File: src/rtl/procyon_mul_fu.sv
// Iterative radix-2 shift-add multiply unit (MUL/MULH/MULHSU/MULHU) fed by a reservation station.
// One operation takes OPTN_DATA_WIDTH busy cycles; the result is broadcast as a one-cycle CDB pulse.
module procyon_mul_fu #(
    parameter int unsigned OPTN_DATA_WIDTH    = 32,
    parameter int unsigned OPTN_ROB_IDX_WIDTH = 5,
    parameter int unsigned PCYN_OP_WIDTH      = 6
) (
    input  logic                                clk,
    input  logic                                rst,
    input  logic                                i_flush,
    input  logic                                i_fu_valid,
    input  logic [PCYN_OP_WIDTH-1:0]            i_fu_op,
    input  logic [1:0][OPTN_DATA_WIDTH-1:0]     i_fu_src,
    input  logic [OPTN_ROB_IDX_WIDTH-1:0]       i_fu_tag,
    output logic                                o_fu_stall,
    output logic                                o_cdb_en,
    output logic [OPTN_DATA_WIDTH-1:0]          o_cdb_data,
    output logic [OPTN_ROB_IDX_WIDTH-1:0]       o_cdb_tag
);

    localparam int unsigned W    = OPTN_DATA_WIDTH;
    localparam int unsigned CntW = $clog2(W);

    localparam logic [PCYN_OP_WIDTH-1:0] PCYN_OP_MUL    = PCYN_OP_WIDTH'(20);
    localparam logic [PCYN_OP_WIDTH-1:0] PCYN_OP_MULH   = PCYN_OP_WIDTH'(21);
    localparam logic [PCYN_OP_WIDTH-1:0] PCYN_OP_MULHSU = PCYN_OP_WIDTH'(22);
    localparam logic [PCYN_OP_WIDTH-1:0] PCYN_OP_MULHU  = PCYN_OP_WIDTH'(23);

    localparam logic [W-1:0]    OneW    = W'(1);
    localparam logic [2*W-1:0]  One2W   = (2*W)'(1);
    localparam logic [CntW-1:0] OneCnt  = CntW'(1);
    localparam logic [CntW-1:0] LastCnt = CntW'(W - 1);

    typedef enum logic {StIdle, StBusy} state_e;

    state_e                          state_q, state_d;
    logic [CntW-1:0]                 cnt_q, cnt_d;
    logic [W-1:0]                    mcand_q, mcand_d;
    logic [W-1:0]                    mplier_q, mplier_d;
    logic [2*W-1:0]                  acc_q, acc_d;
    logic                            neg_q, neg_d;
    logic                            hi_q, hi_d;
    logic [OPTN_ROB_IDX_WIDTH-1:0]   tag_q, tag_d;
    logic                            cdb_en_q, cdb_en_d;
    logic [W-1:0]                    cdb_data_q, cdb_data_d;
    logic [OPTN_ROB_IDX_WIDTH-1:0]   cdb_tag_q, cdb_tag_d;

    logic                            rs1_signed, rs2_signed, op_hi;
    logic                            rs1_neg, rs2_neg;
    logic [W-1:0]                    rs1_mag, rs2_mag;
    logic [2*W-1:0]                  addend, acc_sum, product;

    // Operand interpretation; unknown opcodes fall back to MUL.
    always_comb begin
        rs1_signed = 1'b0;
        rs2_signed = 1'b0;
        op_hi      = 1'b0;
        case (i_fu_op)
            PCYN_OP_MULH: begin
                rs1_signed = 1'b1;
                rs2_signed = 1'b1;
                op_hi      = 1'b1;
            end
            PCYN_OP_MULHSU: begin
                rs1_signed = 1'b1;
                op_hi      = 1'b1;
            end
            PCYN_OP_MULHU: op_hi = 1'b1;
            PCYN_OP_MUL:   op_hi = 1'b0;
            default:       op_hi = 1'b0;
        endcase

        rs1_neg = rs1_signed & i_fu_src[0][W-1];
        rs2_neg = rs2_signed & i_fu_src[1][W-1];
        rs1_mag = rs1_neg ? (~i_fu_src[0] + OneW) : i_fu_src[0];
        rs2_mag = rs2_neg ? (~i_fu_src[1] + OneW) : i_fu_src[1];
    end

    always_comb begin
        addend  = mplier_q[0] ? ({{W{1'b0}}, mcand_q} << cnt_q) : '0;
        acc_sum = acc_q + addend;
        product = neg_q ? (~acc_sum + One2W) : acc_sum;
    end

    always_comb begin
        state_d    = state_q;
        cnt_d      = cnt_q;
        mcand_d    = mcand_q;
        mplier_d   = mplier_q;
        acc_d      = acc_q;
        neg_d      = neg_q;
        hi_d       = hi_q;
        tag_d      = tag_q;
        cdb_en_d   = 1'b0;
        cdb_data_d = cdb_data_q;
        cdb_tag_d  = cdb_tag_q;

        if (i_flush) begin
            state_d = StIdle;
            cnt_d   = '0;
        end else begin
            case (state_q)
                StIdle: begin
                    if (i_fu_valid) begin
                        state_d  = StBusy;
                        cnt_d    = '0;
                        mcand_d  = rs1_mag;
                        mplier_d = rs2_mag;
                        acc_d    = '0;
                        neg_d    = rs1_neg ^ rs2_neg;
                        hi_d     = op_hi;
                        tag_d    = i_fu_tag;
                    end
                end
                StBusy: begin
                    acc_d    = acc_sum;
                    mplier_d = mplier_q >> 1;
                    cnt_d    = cnt_q + OneCnt;
                    if (cnt_q == LastCnt) begin
                        state_d    = StIdle;
                        cnt_d      = '0;
                        cdb_en_d   = 1'b1;
                        cdb_data_d = hi_q ? product[2*W-1:W] : product[W-1:0];
                        cdb_tag_d  = tag_q;
                    end
                end
                default: state_d = StIdle;
            endcase
        end
    end

    always_ff @(posedge clk or posedge rst) begin
        if (rst) begin
            state_q    <= StIdle;
            cnt_q      <= '0;
            mcand_q    <= '0;
            mplier_q   <= '0;
            acc_q      <= '0;
            neg_q      <= 1'b0;
            hi_q       <= 1'b0;
            tag_q      <= '0;
            cdb_en_q   <= 1'b0;
            cdb_data_q <= '0;
            cdb_tag_q  <= '0;
        end else begin
            state_q    <= state_d;
            cnt_q      <= cnt_d;
            mcand_q    <= mcand_d;
            mplier_q   <= mplier_d;
            acc_q      <= acc_d;
            neg_q      <= neg_d;
            hi_q       <= hi_d;
            tag_q      <= tag_d;
            cdb_en_q   <= cdb_en_d;
            cdb_data_q <= cdb_data_d;
            cdb_tag_q  <= cdb_tag_d;
        end
    end

    assign o_fu_stall = (state_q == StBusy);
    assign o_cdb_en   = cdb_en_q;
    assign o_cdb_data = cdb_data_q;
    assign o_cdb_tag  = cdb_tag_q;

endmodule

File: config.mk
export PLATFORM = sky130hd
export DESIGN_NAME = procyon_mul_fu
export DESIGN_NICKNAME = d
export VERILOG_FILES = /design/src/rtl/procyon_mul_fu.sv
export SDC_FILE = /design/constraint.sdc
export NUM_CORES = 1
export LEC_CHECK = 0
export CORE_ASPECT_RATIO = 0.75
export CORE_MARGIN = 1.5
export CORE_UTILIZATION = 50
export CTS_BUF_LIST = sky130_fd_sc_hd__clkbuf_8
export DETAILED_ROUTE_END_ITERATION = 8
export HOLD_SLACK_MARGIN = 0.15
export PLACE_DENSITY = 0.72
export SLEW_MARGIN = 20
export SYNTH_ARGS = -nofsm -noshare
export SYNTH_HDL_FRONTEND = slang
export SYNTH_SLANG_ARGS = --single-unit
File: constraint.sdc
create_clock -name clk -period 7.05 [get_ports clk]
set_clock_uncertainty 0.1 [all_clocks]
set_input_delay 1.41 -clock clk [delete_from_list [all_inputs] [get_ports clk]]
set_output_delay 1.41 -clock clk [all_outputs]
set_load 0.05 [all_outputs]
# Word-level counts from Yosys, hierarchy flattened
# Index checks and enable logic that the tools add are counted.
[word_totals]
reg_bits = 179
inputBits = 79
out_inout_bits = 39
wordCells = 59
[classes]
n_addsub = 5
n_eq_ne = 6
n_shift = 1
n_mux = 23
n_bitwise = 8
reduce_logical = 5
[op_table]
columns = ["cell", "n"]
rows = [
  ["two-way mux 64 bit", 3],
  ["two-way mux 32 bit", 4],
  ["one-hot mux 64 bit (2 select lines)", 1],
  ["adder 32 x 1 -> 32 bit, second input constant", 2],
  ["adder 64 x 1 -> 64 bit, second input constant", 1],
  ["adder 64 bit", 1],
  ["NOT 32 bit", 2],
  ["NOT 64 bit", 1],
  ["one-hot mux 32 bit (2 select lines)", 1],
  ["<< shifter 32 x 5 -> 64 bit", 1],
  ["equality test 6 x 5 -> 1 bit, second input constant", 3],
  ["two-way mux 5 bit", 3],
  ["one-hot mux 5 bit (2 select lines)", 1],
  ["two-way mux 1 bit", 9],
  ["AND reduction 3 bit", 2],
  ["adder 5 x 1 -> 5 bit, second input constant", 1],
  ["equality test 5 bit, second input constant", 1],
  ["inequality test 3 bit, second input constant", 1],
  ["OR reduction 3 bit", 1],
  ["bitwise AND 1 bit", 2],
  ["inequality test 2 bit, second input constant", 1],
  ["NOT 1 bit", 2],
  ["one-hot mux 1 bit (2 select lines)", 1],
  ["AND reduction 2 bit", 1],
  ["other kinds (2)", 2],
]

# Logic depth before layout (Yosys ltp)
# Gate-level depths: netlist of run 1.
[logic_depth]
depth_word = 7
ltp_mapped = 27
mapped_depth_nobuf = 21

# Worst setup path after synthesis of run 1
# OpenSTA, ideal clock, no wires.
[synth_timing]
kind = "register to register"
startpoint = "reg cnt_q[0]"
endpoint = "reg cdb_data_q[21], in the netlist o_cdb_data[21]"
arrival_time_ns = 6.263
t_required_ns = 6.824
setup_slack_ns = 0.561
path_stages_with_launch = 25
path_buffers = 6
period_less_slack_ns = 6.489
cell_sequence = "dfrtp_1 > clkbuf_1 > buf_1 > mux4_2 > mux2i_1 > nand2_1 > o21ai_0 > mux2i_1 > and2_1 > ha_1 > clkbuf_1 > nand4_1 > nor4_1 > o2111ai_1 > nand3_1 > xor2_1 > or3b_2 > clkbuf_1 > or4b_1 > buf_2 > or3_1 > buf_6 > nor4_4 > mux2i_1 > a221o_1"
[synth_between]
elab_chain_len = 7
[synth_rtl]
columns = ["item", "line", "source"]
rows = [
  ["from (decl)", "37", "logic [CntW-1:0] cnt_q, cnt_d;"],
  ["from (signal assigned)", "147", "cnt_q <= cnt_d;"],
  ["<< shifter 32 x 5 -> 64 bit", "80", "addend = mplier_q[0] ? ({{W{1'b0}}, mcand_q} << cnt_q) : '0;"],
  ["two-way mux 64 bit", "80", ""],
  ["adder 64 bit", "81", "acc_sum = acc_q + addend;"],
  ["NOT 64 bit", "82", "product = neg_q ? (~acc_sum + One2W) : acc_sum;"],
  ["adder 64 x 1 -> 64 bit", "82", ""],
  ["two-way mux 64 bit", "82", ""],
  ["two-way mux 32 bit", "123", "cdb_data_d = hi_q ? product[2*W-1:W] : product[W-1:0];"],
  ["to (signal assigned)", "155", "cdb_data_q <= cdb_data_d;"],
  ["to (decl)", "45", "logic [W-1:0] cdb_data_q, cdb_data_d;"],
]
# Parallel ways exist; a longest one is shown, timed or not.
# A chain may end at the register's enable or synchronous reset.

# Worst setup path in the final report of run 1
# Ends and elaborated chain as after synthesis.

==> impl_metrics.env, run 1 <==
export IMPL_clock_sinks=179
export IMPL_fp_row_count=58
export IMPL_grt_usage=0.3771
export IMPL_antenna_found_initial=1
export IMPL_ctsHoldBuffers=0
export IMPL_max_slew_margin=0.2298
export IMPL_synth_net_count=2331
export IMPL_cts_buffers_inserted=17
export IMPL_wl_um=66390
export IMPL_end_kind="flop"
export IMPL_clk_latency_ns=0.54
export IMPL_rrSetupSlack_ns=0.29
export IMPL_avgSynthCellArea_um2=7.767
export IMPL_seqCellArea_um2=4484
export IMPL_viasPerCell=6.705
export IMPL_area_growth_pct=13.92
export IMPL_grt_pass1_wl_um=101100
export IMPL_cp_slowest_cell="or4b_1"
export IMPL_yosysSeqAreaShare=0.2642
export IMPL_grt_pass1_vias=16880
export IMPL_synthDistinctLibCells=88
export IMPL_finalCriticalPeriod_ns=6.756
export IMPL_p_per_area_nw_per_um2=190.0
export IMPL_worstSetupPathType="reg -> reg"
export IMPL_worst_slack_ns=0.2937
export IMPL_synth_edf_count=0
export IMPL_cts_root_buf="clkbuf_8"
export IMPL_worst_hold_slack_ns=0.3760
export IMPL_async_flop_share=1.000
export IMPL_hp_class="reg -> reg"
export IMPL_dp_hpwl_um=52700
export IMPL_path_cells="buf_4 > mux4_2 > nand2_1 > nand2_1 > o21ai_0 > mux2i_1 > and2_1 > ha_1 > nand2_1 > o21ai_0 > a211o_1 > o211ai_1 > o211a_1 > xnor2_1 > or4b_1 > or4b_1 > or3_1 > nor4_4 > mux2i_1 > a221o_1"
export IMPL_cp_startpoint="cnt_q[0]"
export IMPL_n_antenna_cell=0
export IMPL_dp_slack_ns=0.2319
export IMPL_clk_pin_slew_ns=0.11
export IMPL_rsz0062_at_grt="false"
export IMPL_die_area_um2=35040
export IMPL_n_fill_cell=3077
export IMPL_cp_data_required_time_ns=7.37
export IMPL_crit_path_frequent_cell="nand2_1"
export IMPL_max_stage_delay_ns=0.61
export IMPL_path_max_fanout=17
export IMPL_setup_viol=0
export IMPL_synth_top_area_frac=0.2642
export IMPL_status="complete, no violations"
export IMPL_ir_drop_uv=139.0
export IMPL_synth_seq_cells=179
export IMPL_arrival_ns=7.08
export IMPL_grt_max_degree=65
export IMPL_drtIter0Drc=2206
export IMPL_io_pins=118
export IMPL_dp_cells=2707
export IMPL_ys_warnings_count=0
export IMPL_worstReg2RegStart="cnt_q[0]"
export IMPL_fin_crit_sh=0.9583
export IMPL_cts_max_path_buffers=2
export IMPL_worst_pin_slew_ns=1.145
export IMPL_maxCapViolations=0
export IMPL_finalMaxSlewViolations=0
export IMPL_ant_nets=0
export IMPL_drive_above_1_share=0.08432
export IMPL_h_tree_depth=4
export IMPL_fin_cells=2739
export IMPL_gp_congestion=1.026
export IMPL_leakage_uw=0.008091
export IMPL_synth_area_um2=16960
export IMPL_nets=2424
export IMPL_synth_area_top_cells="dfrtp_1, nand2_1, o21ai_0"
export IMPL_synth_most_common_cell="nand2_1"
export IMPL_core_region_area_um2=33450
export IMPL_startpoint_type="flop"
export IMPL_portBuffers=117
export IMPL_cts_tree="done"
export IMPL_firstDrtPassIters=7
export IMPL_vias=18360
export IMPL_hold_violations=0
export IMPL_die_x_um=215.6
export IMPL_initial_core_util=0.5068
export IMPL_fmax_mhz=148.0
export IMPL_setup_tns_ns=0
export IMPL_synthCells=2183
export IMPL_drt_wirelength_per_cell_um=24.24
export IMPL_yosys_area_top_type="dfrtp_1"
export IMPL_globalRouteOverflowTotal=0
export IMPL_drc_errors=0
export IMPL_hold_path_startpoint="tag_q[4]"
export IMPL_die_h_um=162.5
export IMPL_synth_ff_type="dfrtp_1"
export IMPL_multi_input_area_um2=11900
export IMPL_synth_commonest_cells="nand2_1, nor2_1, dfrtp_1"
-- flip-flops by register name (all words and copies together), names as in the netlist --
| register | count |
|---|---|
| acc_q | 64 |
| o_cdb_data | 32 |
| cnt_q | 5 |
| o_cdb_en | 1 |
| o_fu_stall | 1 |
| tag_q | 5 |
| neg_q | 1 |
| o_cdb_tag | 5 |
| mcand_q | 32 |
| hi_q | 1 |
| mplier_q | 32 |
-- path summary, 6_finish.rpt --
kind,end,depth (start not counted)
max reg2reg,o_cdb_data[21],20
min in group asynchronous,mcand_q[31],2
max,o_cdb_data[21],20
min,o_cdb_tag[4],2
min reg2reg,o_cdb_tag[4],2
max in group asynchronous,acc_q[55],3
-- cells by family (layout without fill, tap and decap cells) --
| logic type | after synthesis | in the layout | synth area share |
|---|---|---|---|
| AO/OA/AOI/OAI | 742 | 742 | 0.2841 |
| XOR/XNOR | 119 | 119 | 0.06147 |
| adder cells (fa/ha/maj) | 69 | 69 | 0.05136 |
| buffers and inverters | 164 | 270 | 0.03837 |
| flip-flops | 179 | 179 | 0.2642 |
| multiplexers | 92 | 92 | 0.07320 |
| AND/OR/NAND/NOR | 818 | 818 | 0.2273 |
-- layout by cell type (no fill, tap or decap), types with 41 or more instances in the layout --
| master | synthesis | layout |
|---|---|---|
| a21oi_1 | 171 | 171 |
| a22o_1 | 41 | 41 |
| buf_4 | 0 | 85 |
| clkdlybuf4s50_1 | 0 | 117 |
| dfrtp_1 | 179 | 177 |
| ha_1 | 68 | 68 |
| mux2i_1 | 52 | 52 |
| nand2_1 | 311 | 310 |
| nor2_1 | 197 | 196 |
| nor3_1 | 54 | 53 |
| o21ai_0 | 173 | 171 |
| o22ai_1 | 63 | 63 |
| xnor2_1 | 72 | 72 |
| xor2_1 | 47 | 47 |
-- metrics by stage --
stage	cell area [µm²]	utilization	power [µW]
finish	19320	0.5774	3670
global route	19320	0.5774	3841
CTS	19260	0.5758	3621
detailed placement	18860	0.5638	2855
global placement	18860	0.5638	2831
floorplan	16960	-	2270
-- worst max-delay path, delay by kind of cell, from the launching register on --
family                   cells  cell delay, ns
buffers and inverters        1            0.19
adder cells (fa/ha/maj)      1            0.39
XOR/XNOR                     1            0.32
AO/OA/AOI/OAI                6            1.84
AND/OR/NAND/NOR              8            2.50
multiplexers                 3            0.74
flip-flops                   1            0.59
-- repair_timing --
action / CTS / global route
endpoints found under the setup margin: 0 / 19
gates resized for setup: 0 / 13
setup buffers: 0 / 0
-- layer usage --
| layer | part of all wire | vias to the layer above | global-route usage |
|---|---|---|---|
| li1 | - | 8374 | - |
| met1 | 0.45 | 8878 | 0.5546 |
| met2 | 0.41 | 982 | 0.5421 |
| met3 | 0.10 | 130 | 0.07638 |
| met4 | 0.035 | 0 | 0.1383 |
| met5 | 0 | - | 0 |
-- where the power goes --
part / internal, µW / switching, µW
sequential: 1150 / 143
clock: 297 / 479
combinational: 602 / 998
-- final cells by class --
type                            count  share of cell area
Clock buffer                       17             0.01211
Tap cell                          450             0.02915
Timing Repair Buffer              203             0.09469
Inverter                           35            0.007060
Sequential cell                   179              0.2321
Multi-Input combinational cell   1840              0.6162
Clock inverter                     15            0.008679
Note: power is estimated with default switching activity, not from simulation.
==> run 2: changes to the inputs <==
Settings changed: CTS_CLUSTER_SIZE set to 14.
==> results of run 2 <==
No change in the layout: final DEF, timing and power equal those of run 1.
==> run 3: changes to the inputs <==
Settings changed: SLEW_MARGIN 20 to unset.
==> results of run 3 <==
No change in the layout: final DEF, timing and power equal those of run 1.
